[config.mk]
export PLATFORM = sky130hd
export DESIGN_NAME = threshold_engine
export DESIGN_NICKNAME = d
export VERILOG_FILES = /design/src/rtl/threshold_engine.sv
export SDC_FILE = /design/constraint.sdc
export NUM_CORES = 1
export LEC_CHECK = 0
export ABC_AREA = 0
export CAP_MARGIN = 5
export CORE_MARGIN = 5
export CORE_UTILIZATION = 35
export DETAILED_ROUTE_END_ITERATION = 10
export PLACE_DENSITY = 0.58
export RECOVER_POWER = 50
export REMOVE_ABC_BUFFERS = 1
export SLEW_MARGIN = 10
export SYNTH_ARGS = -nofsm -noshare
export SYNTH_HDL_FRONTEND = slang
export SYNTH_SLANG_ARGS = --single-unit
[constraint.sdc]
create_clock -name clk -period 2.85 [get_ports clk]
set_input_delay 0.57 -clock clk [delete_from_list [all_inputs] [get_ports clk]]
set_output_delay 0.57 -clock clk [all_outputs]
set_load 0.02 [all_outputs]
[src/rtl/threshold_engine.sv]
// Threshold engine: an in-place read/compare/write pass over the pixel bytes of a BMP held in RAM.
// Optional feature macro THRESH_STATS_EN adds the above_cnt output (count of pixels with p > T).
module threshold_engine #(
  parameter int DATA_W      = 8,
  parameter int ADDR_W      = 20,
  parameter int BASE_ADDR   = 0,
  parameter int HEADER_SIZE = 54,
  parameter int TOTAL_SIZE  = 786486
) (
  input  logic              clk,
  input  logic              rst_n,
  input  logic              in_valid,
  input  logic              gray_done,
  input  logic              abort,
  input  logic [1:0]        mode,
  input  logic [DATA_W-1:0] threshold,
  input  logic [DATA_W-1:0] RAM_out,
  output logic              RAM_ren,
  output logic              RAM_wen,
  output logic [DATA_W-1:0] RAM_in,
  output logic [ADDR_W-1:0] RAM_addr,
  output logic              busy,
  output logic              done,
`ifdef THRESH_STATS_EN
  output logic [ADDR_W-1:0] above_cnt,
`endif
  output logic [2:0]        state_dbg
);

  typedef enum logic [2:0] {
    S_IDLE  = 3'd0,
    S_READ  = 3'd1,
    S_WAIT  = 3'd2,
    S_WRITE = 3'd3,
    S_FIN   = 3'd4
  } state_t;

  localparam logic [ADDR_W-1:0] RESET_ADDR = ADDR_W'(BASE_ADDR);
  localparam logic [ADDR_W-1:0] FIRST_ADDR = ADDR_W'(BASE_ADDR + HEADER_SIZE);
  localparam logic [ADDR_W-1:0] LAST_ADDR  = ADDR_W'(BASE_ADDR + TOTAL_SIZE - 1);
  localparam bit                NO_PIXELS  = (TOTAL_SIZE <= HEADER_SIZE);
  localparam logic [DATA_W-1:0] MAX_VAL    = '1;

  state_t              state_q, state_d;
  logic [ADDR_W-1:0]   addr_q, addr_d;
  logic [DATA_W-1:0]   p_q, p_d;
  logic [1:0]          mode_q, mode_d;
  logic [DATA_W-1:0]   thr_q, thr_d;
  logic                start_ok;
  logic                above;
  logic [DATA_W-1:0]   f_val;

  // Abort outranks a start presented in the same IDLE cycle.
  assign start_ok  = (state_q == S_IDLE) && in_valid && gray_done && !abort;
  assign above     = (p_q > thr_q);
  assign RAM_addr  = addr_q;
  assign state_dbg = state_q;

  always_comb begin
    f_val = '0;
    case (mode_q)
      2'd0:    f_val = above ? MAX_VAL : '0;
      2'd1:    f_val = above ? '0 : MAX_VAL;
      2'd2:    f_val = above ? thr_q : p_q;
      default: f_val = above ? p_q : '0;
    endcase
  end

  always_comb begin
    state_d = state_q;
    addr_d  = addr_q;
    p_d     = p_q;
    mode_d  = mode_q;
    thr_d   = thr_q;
    RAM_ren = 1'b0;
    RAM_wen = 1'b0;
    RAM_in  = '0;
    busy    = 1'b0;
    done    = 1'b0;
    case (state_q)
      S_IDLE: begin
        if (start_ok) begin
          mode_d  = mode;
          thr_d   = threshold;
          addr_d  = FIRST_ADDR;
          state_d = NO_PIXELS ? S_FIN : S_READ;
        end
      end
      S_READ: begin
        busy    = 1'b1;
        RAM_ren = 1'b1;
        state_d = S_WAIT;
      end
      S_WAIT: begin
        busy    = 1'b1;
        p_d     = RAM_out;
        state_d = S_WRITE;
      end
      S_WRITE: begin
        busy    = 1'b1;
        RAM_wen = 1'b1;
        RAM_in  = f_val;
        if (addr_q == LAST_ADDR) begin
          state_d = S_FIN;
        end else begin
          addr_d  = addr_q + ADDR_W'(1);
          state_d = S_READ;
        end
      end
      S_FIN: begin
        done    = 1'b1;
        state_d = S_IDLE;
      end
      default: state_d = S_IDLE;
    endcase

    // Cancel: no RAM strobe, no done, address and pixel left as they were.
    if (abort && (state_q != S_IDLE)) begin
      state_d = S_IDLE;
      addr_d  = addr_q;
      p_d     = p_q;
      RAM_ren = 1'b0;
      RAM_wen = 1'b0;
      RAM_in  = '0;
      done    = 1'b0;
    end
  end

  always_ff @(posedge clk or negedge rst_n) begin
    if (!rst_n) begin
      state_q <= S_IDLE;
      addr_q  <= RESET_ADDR;
      p_q     <= '0;
      mode_q  <= '0;
      thr_q   <= '0;
    end else begin
      state_q <= state_d;
      addr_q  <= addr_d;
      p_q     <= p_d;
      mode_q  <= mode_d;
      thr_q   <= thr_d;
    end
  end

`ifdef THRESH_STATS_EN
  logic [ADDR_W-1:0] cnt_q, cnt_d;

  // RAM_wen is already masked by abort, so a cancelled write is never counted.
  always_comb begin
    cnt_d = cnt_q;
    if (start_ok) begin
      cnt_d = '0;
    end else if (RAM_wen && above) begin
      cnt_d = cnt_q + ADDR_W'(1);
    end
  end

  always_ff @(posedge clk or negedge rst_n) begin
    if (!rst_n) begin
      cnt_q <= '0;
    end else begin
      cnt_q <= cnt_d;
    end
  end

  assign above_cnt = cnt_q;
`endif

endmodule

; Yosys cells after proc, flatten, opt, wreduce, memory -nomap -nowiden
; Cells that the tools add are included.
[totals]
ff_bits = 41
input_bits = 23
output_inout_bits = 35
elab_cells = 52
[classes]
n_addsub = 1
n_lt_le_gt_ge = 1
n_eq_ne = 10
n_mux = 21
bitwise = 1
reduce_logical = 13
[ops]
columns = operator, count
row1 = $mux 8, 6
row2 = $mux 20, 2
row3 = $pmux 20 s2, 1
row4 = $pmux 8 s3, 1
row5 = $add 20x1->20 const B, 1
row6 = $eq 20x20->1 const B, 1
row7 = $pmux 3 s4, 1
row8 = $mux 3, 3
row9 = $gt 8x8->1, 1
row10 = $mux 1, 7
row11 = $eq 3x2->1 const B, 2
row12 = $logic_and 1x1->1, 4
row13 = $ne 2x2->1 const B, 2
row14 = $reduce_and 2->1, 2
row15 = $reduce_and 4->1, 1
row16 = $eq 3x1->1 const B, 1
row17 = $eq 3x3->1 const B, 1
row18 = $logic_not 3->1, 1
row19 = $ne 3x2->1 const B, 1
row20 = $reduce_bool 3->1, 1
row21 = $reduce_or 3->1, 1
row22 = $eq 2x1->1 const B, 1
row23 = $eq 2x2->1 const B, 1
row24 = $logic_not 2->1, 1
row25 = 3 further kinds, 3

; Depth between registers and ports, before layout
; Gate-level depths: netlist of the first run.
[depth]
ltp_word = 7
depth_mapped = 8
mapped_depth_nobuf = 8

; Worst setup path before layout of the first run
; OpenSTA, ideal clock, no wires.
[synth_path]
path_kind = register to output
start = register p_q[1]
end = output RAM_in[0]
arrival_time_ps = 1995
required_ps = 2280
setup_slack_ps = 285
path_stages_with_launch = 8
path_buffers = 0
path_cell_list = dfrtp_1 > ha_1 > nor2b_1 > o211ai_1 > a21oi_1 > o22ai_2 > mux2i_1 > a221o_1
[synth_via]
elab_chain_len = 5
elab_cells_between_ends = 8
classes_between = order compare: 1 / mux: 7
[synth_rtl]
columns = item, line_no
row1 = from (decl), 46  ; logic [DATA_W-1:0] p_q, p_d;
row2 = from (signal assigned), 139  ; p_q <= p_d;
row3 = $gt 8x8->1 (*), 55  ; assign above = (p_q > thr_q);
row4 = $mux 8 (on tied branches), -
row5 = $pmux 8 s3 (*), 61  ; case (mode_q)
row6 = $mux 8 (*), 80  ; case (state_q)
row7 = $mux 8 (*), 118  ; if (abort && (state_q != S_IDLE)) begin
row8 = to (decl), 20  ; output logic [DATA_W-1:0] RAM_in,
; Every way passes the cells marked *; elsewhere a longest branch is shown, timed or not.

; Final worst setup path of the first run
[layout_path]
start = register p_q[1]
end = output RAM_in[4]
; Same word-level chain as after synthesis.

==> results of run 1 <==
-- state kept, by name, summed over array words and instances, names as in the netlist --
name,flops
p_q,8
thr_q,8
state_dbg,3
mode_q,2
RAM_addr,20
-- worst max-delay path: stages, from the launching register on --
cell and delay [ns]:
dfrtp_1 0.41, ha_1 0.32, nor2b_1 0.13, o211ai_1 0.19, a21oi_2 0.08, o22ai_2 0.18, mux2i_1 0.11, buf_4 0.18
a221o_1 0.36, buf_6 0.13
-- cell families after synthesis --
| kind of cell | count (synthesis) | share of synthesized area, % |
|---|---|---|
| fa+ha+maj | 10 | 5.37 |
| simple gates | 118 | 28.4 |
| mux | 9 | 4.25 |
| xor+xnor | 11 | 4.14 |
| buf+inv | 19 | 3.17 |
| flops | 41 | 44.1 |
| compound gates | 37 | 10.6 |
-- area by class of cell --
cell class	count	area, µm²
flip-flops and latches	41	1030
clock buffers	5	68.8
multi-input cells	185	1240
fillers	625	3150
well taps	77	96.3
inverters	11	41.3
repair buffers	83	763
clock inverters	2	35.0
-- worst max-delay path by stage --
stage            from         to  slack, ns
2_1_floorplan   abort  RAM_in[0]       0.19
3_3_place_gp    abort  RAM_in[5]      -0.36
3_5_place_dp    abort  RAM_in[5]      -0.41
4_1_cts        p_q[1]  RAM_in[5]      -0.14
5_1_grt        p_q[1]  RAM_in[7]      -0.25
6_report       p_q[1]  RAM_in[4]      -0.11
-- cell usage in the layout, fill, tap and decap left out, types with 3 or more instances in the layout --
cell,netlist,routed
a21oi_1,10,9
a221o_1,8,8
and4_1,3,3
buf_4,0,24
buf_6,0,8
clkbuf_8,0,5
clkdlybuf4s50_1,0,47
dfrtp_1,41,41
ha_1,10,10
inv_1,11,11
mux2_2,7,7
nand2_1,31,31
nand2b_1,4,4
nand3_1,12,12
nand4_1,9,9
nor2_1,27,27
nor4_1,4,4
nor4b_1,4,4
o21ai_0,12,12
or2_2,3,3
or3_1,3,3
xnor2_1,7,7
xor2_1,4,4
-- power groups by stage --
| stage | Clock [µW] | Combinational, µW | Sequential [µW] |
|---|---|---|---|
| 2_1_floorplan | 0 | 325 | 783 |
| 3_3_place_gp | 0 | 622 | 781 |
| 5_1_grt | 492 | 709 | 787 |
| 4_1_cts | 472 | 641 | 772 |
| 3_5_place_dp | 0 | 631 | 782 |
| 6_report | 455 | 634 | 771 |
-- repair_timing --
action / in CTS / in global routing
endpoints found under the setup margin: 8 / 8
buffers inserted: 1 / 0
pin swaps: 4 / 12
hold endpoints to repair: 0 / 0
gates resized for setup: 49 / 1
-- layer usage --
layer | routed length (µm) | GRT usage, %
met5 | 0 | 0
met4 | 74 | 4.77
met2 | 2910 | 25.1
met3 | 290 | 3.39
met1 | 2880 | 20.7
-- per-stage QoR --
stage               hold slack [ns]  TNS [ns]  utilization (%)  std cells  area [µm²]
floorplan                     0.274         0                -        237        2300
global placement              0.531     -2.66             49.2        398        3160
detailed placement            0.540     -3.16             49.2        398        3160
CTS                           0.440     -1.02             51.3        405        3290
global route                  0.595     -2.05             50.9        404        3270
finish                        0.553    -0.709             50.9        404        3270
==> summary.txt, run 1 <==
Floorplanning
  – Row cnt: 29
  – Die area: 0.00838 mm²
  – Die Ht: 91.6 µm
  – Io pins: 58
  – Initial Util: 36.3%
  – Core area: 0.00642 mm²
  – Die X: 91.6 µm

Clock network
  – # H-tree levels: 2
  – Clk sinks: 41
  – Num CTS Buffers: 5
  – Worst-path clk slew: 0.08 ns
  – Clk buf depth: 2
  – Root buf cell: clkbuf_8
  – Latest clock arrival within the worst-skew pair: 0.29 ns
  – # hold bufs at CTS: 0
  – CTS tree: yes

Logic synthesis
  – Largest cells by area after synthesis: dfrtp_1, ha_1, nand2_1, nor2_1, a221o_1
  – Async S/R FF share, synth: 100%
  – Share of the synthesized area in the top cell type: 44.1%
  – Post-synth EDFFs: 0
  – Post-synth top area cell: dfrtp_1
  – Top post-synthesis cells by count: dfrtp_1, nand2_1, nor2_1, nand3_1, o21ai_0
  – Yosys warns: 0
  – Mapped Area: 0.00233 mm²
  – Syn avg cell area: 9.50 µm²
  – Synth cell types: 41
  – Most frequent cell after synthesis: dfrtp_1
  – Part of the Yosys area used for sequential elements: 44.1%
  – Cells after synthesis: 245
  – #FFs+latches synth: 41
  – Synth Flop Type: dfrtp_1

STA
  – Final slew viol count: 42
  – RSZ-0062 raised after global routing: true
  – Endpoints failing hold: 0
  – Top achievable clock speed: 338 MHz
  – Clock skew: 0.0103 ns
  – Worst slew pin tran: 2.21 ns
  – Final WS setup: -0.109 ns
  – Fin crit period: 2.96 ns
  – Final setup viols: 10
  – Max-Slew Margin vs Limit: -47.4%
  – Period utilization: 104%

Worst setup path
  – Depth of the most critical reg-to-reg path: 8
  – Setup Crit Path Kind: reg2out
  – Worst path required time: 2.28 ns
  – R2R setup slack: 0.88 ns
  – Startpoint Class: flop
  – Setup crit end kind: output pin
  – Max Fanout on Critical Path: 8
  – WP data arrival: 2.39 ns
  – FF-to-FF End: RAM_addr[18]
  – FF-to-FF Start: state_dbg[1]

Drt
  – DRC viols: 0
  – Post-DRT Antenna Nets: 0
  – Routed len/inst: 15.2 µm
  – Final WL: 6150 µm
  – Initial drt markers: 63
  – Via-per-instance ratio: 5.22
  – TritonRoute pass-1 iters: 4
  – Via count: 2,109

Worst hold path
  – Worst Hold Endpoint: mode_q[1]
  – Hold Path Stages: 2
  – Type of the worst min-delay path: reg2reg
  – Hold path startpoint: mode_q[1]

Power
  – Pwr Total: 1860 µW
  – Net Sw Power: 576 µW
  – Max VDD drop: 0.235 mV
  – Share of total power in combinational logic: 34.1%
  – Int Pwr: 1280 µW
  – Clock power share: 24.5%
  – LEAKAGE: 0.00141 µW
  – Sequential power share: 41.5%
  – Power per cell area: 569 mW/mm²
  – Sw frac: 30.9%

Global routing
  – Vias in the first global route: 2,163
  – Largest net degree at the start of global routing: 42
  – First-pass GRT wire length: 10,500 µm
  – Initial antenna violation count: 0
  – Total grt overflow: 0
  – GRT Resource Usage Total: 15.5%

Cells and area
  – Final Net Count: 360
  – Share of cells above drive strength 1: 18.7%
  – Area Growth Syn to Fin: 40.4%
  – Diode count: 0

Place
  – Gpl congestion: 0.806
  – Hpwl dp: 4420 µm
  – Input/output buffers: 57
  – Setup WS pre-CTS: -0.415 ns

Run status
  – Failing checks: capacitance limit, slew limit, setup timing
  – Status: finished, violations left

Job
  – Max-cap violations: 1
No activity file was read; power rests on OpenSTA's default activity.
==> run 2: changes to the inputs <==
--- a/config.mk
+++ b/config.mk
@@ -7,8 +7,10 @@
 export LEC_CHECK = 0
 export ABC_AREA = 0
 export CAP_MARGIN = 5
+export CORE_ASPECT_RATIO = 1.5
 export CORE_MARGIN = 5
 export CORE_UTILIZATION = 35
+export CTS_BUF_LIST = sky130_fd_sc_hd__clkbuf_8 sky130_fd_sc_hd__clkbuf_16
 export DETAILED_ROUTE_END_ITERATION = 10
 export PLACE_DENSITY = 0.58
 export RECOVER_POWER = 50
==> summary.txt, run 2 (synthesized netlist as in run 1, its figures left out) <==
Run status
  – Status: completed

STA
  – RSZ-0062 raised after global routing: true
  – Final setup viols: 0
  – Worst slew pin tran: 1.09 ns
  – Endpoints failing hold: 0
  – Fin crit period: 2.84 ns
  – Final slew viol count: 0
  – Max-Slew Margin vs Limit: 27.2%
  – Clock skew: 0.00933 ns
  – Top achievable clock speed: 352 MHz
  – Period utilization: 99.8%

Clock network
  – Worst-path clk slew: 0.07 ns
  – # hold bufs at CTS: 0
  – Clk buf depth: 2
  – # H-tree levels: 2
  – Latest clock arrival within the worst-skew pair: 0.29 ns
  – Num CTS Buffers: 5
  – CTS tree: yes
  – Clk sinks: 41
  – Root buf cell: clkbuf_8

Global routing
  – GRT Resource Usage Total: 16.2%
  – Largest net degree at the start of global routing: 42
  – Vias in the first global route: 2,231
  – Total grt overflow: 0
  – First-pass GRT wire length: 11,100 µm
  – Initial antenna violation count: 0

Floorplanning
  – Die Ht: 110 µm
  – Die area: 0.00842 mm²
  – Die X: 76.6 µm
  – Core area: 0.00649 mm²
  – Initial Util: 35.9%
  – Io pins: 58
  – Row cnt: 36

Power
  – Max VDD drop: 0.253 mV
  – Power per cell area: 615 mW/mm²
  – LEAKAGE: 0.00148 µW

Cells and area
  – Finished Layout Cells: 415
  – Most frequent cells in the layout: clkdlybuf4s50_1, dfrtp_1, buf_4, nand2_1, nor2_1
  – Core Util, Final: 52.8%
  – Final Net Count: 371
  – Share of cells above drive strength 1: 23.9%
  – Most common cell after layout, fill and taps aside: clkdlybuf4s50_1
  – Area Growth Syn to Fin: 47.1%
  – Max reg flops: 20
  – Diode count: 0

Drt
  – DRC viols: 0
  – Via-per-instance ratio: 5.28
  – Via count: 2,193
  – Final WL: 6580 µm
  – Routed len/inst: 15.8 µm
  – Initial drt markers: 103
  – TritonRoute pass-1 iters: 4
  – Post-DRT Antenna Nets: 0

Place
  – Gpl congestion: 0.772
  – Placed cell count: 403
  – Input/output buffers: 57
  – Hpwl dp: 4790 µm

Worst setup path
  – CP dominant cell by count: buf_6
  – Setup crit end kind: output pin
  – Depth of the most critical reg-to-reg path: 7
  – Startpoint Class: flop
  – WP data arrival: 2.27 ns
  – CP cell instances: inv_2 -> ha_4 -> nor2b_1 -> o211ai_1 -> a21oi_2 -> o22ai_4 -> buf_6 -> nor3_4 -> buf_6 -> a221o_1 -> buf_6
  – Setup Crit Path Kind: reg2out
  – Crit path max-delay cell type: dfrtp_1
  – Worst path max stage delay: 0.39 ns
  – Max Fanout on Critical Path: 7
  – Worst path required time: 2.28 ns

Worst hold path
  – Type of the worst min-delay path: in2async

Job
  – Max-cap violations: 0
[run 2: final timing paths]
kind | slack, ns | start | end
setup / recovery | 0.005 | thr_q[1] | RAM_in[4]
max in group asynchronous | 1.71 | rst_n | p_q[0]
hold / removal | 0.47 | rst_n | p_q[3]
hold reg to reg | 0.56 | mode_q[1] | mode_q[1]
min in group clk | 0.56 | mode_q[1] | mode_q[1]
setup reg to reg | 0.83 | RAM_addr[0] | RAM_addr[2]
[run 2: worst max-delay path, delay by kind of cell (launching register included)]
family,cells,cell delay (ns)
AOI/OAI and AO/OA,4,0.75
buffers and inverters,4,0.50
DFF,1,0.39
adders and majority gates,1,0.20
and+or+nand+nor,2,0.16
[run 2: cell type report]
type                            count  area, µm²
Clock buffer                        6       82.6
Clock inverter                      2       33.8
Fill cell                         644       3060
Inverter                           11       41.3
Multi-Input combinational cell    185       1290
Sequential cell                    41       1030
Tap cell                           76       95.1
Timing Repair Buffer               94        855
[run 2: repair_timing]
action | in CTS | in global routing
pin swaps | 14 | 3
setup buffers | 3 | 3
gates resized for setup | 53 | 9
setup endpoints to repair | 8 | 8
[run 2: metal layers]
layer | vias up | global-route usage (%) | part of all wire, %
met4 | 0 | 3.50 | 1.1
met2 | 51 | 30.1 | 53
met3 | 7 | 4.18 | 4.5
met5 | - | 0 | 0
li1 | 1069 | - | -
met1 | 1066 | 18.7 | 42
[run 2: per-stage QoR]
stage                     hold slack (ns)  TNS (ns)  cell area (µm²)  power [µW]  setup slack [ns]
after floorplan                     0.274         0             2300        1110             0.187
after global placement              0.536     -2.70             3200        1470            -0.340
after detailed placement            0.549     -3.05             3200        1480            -0.387
after CTS                           0.462    -0.565             3370        2050           -0.0751
after global routing                0.552    -0.894             3420        2250            -0.128
final                               0.468         0             3420        2110           0.00523
[run 2: where the power goes]
group          switching [µW]  internal (µW)
registers                95.3            689
logic                     367            469
clock network             204            282
total                     667           1440
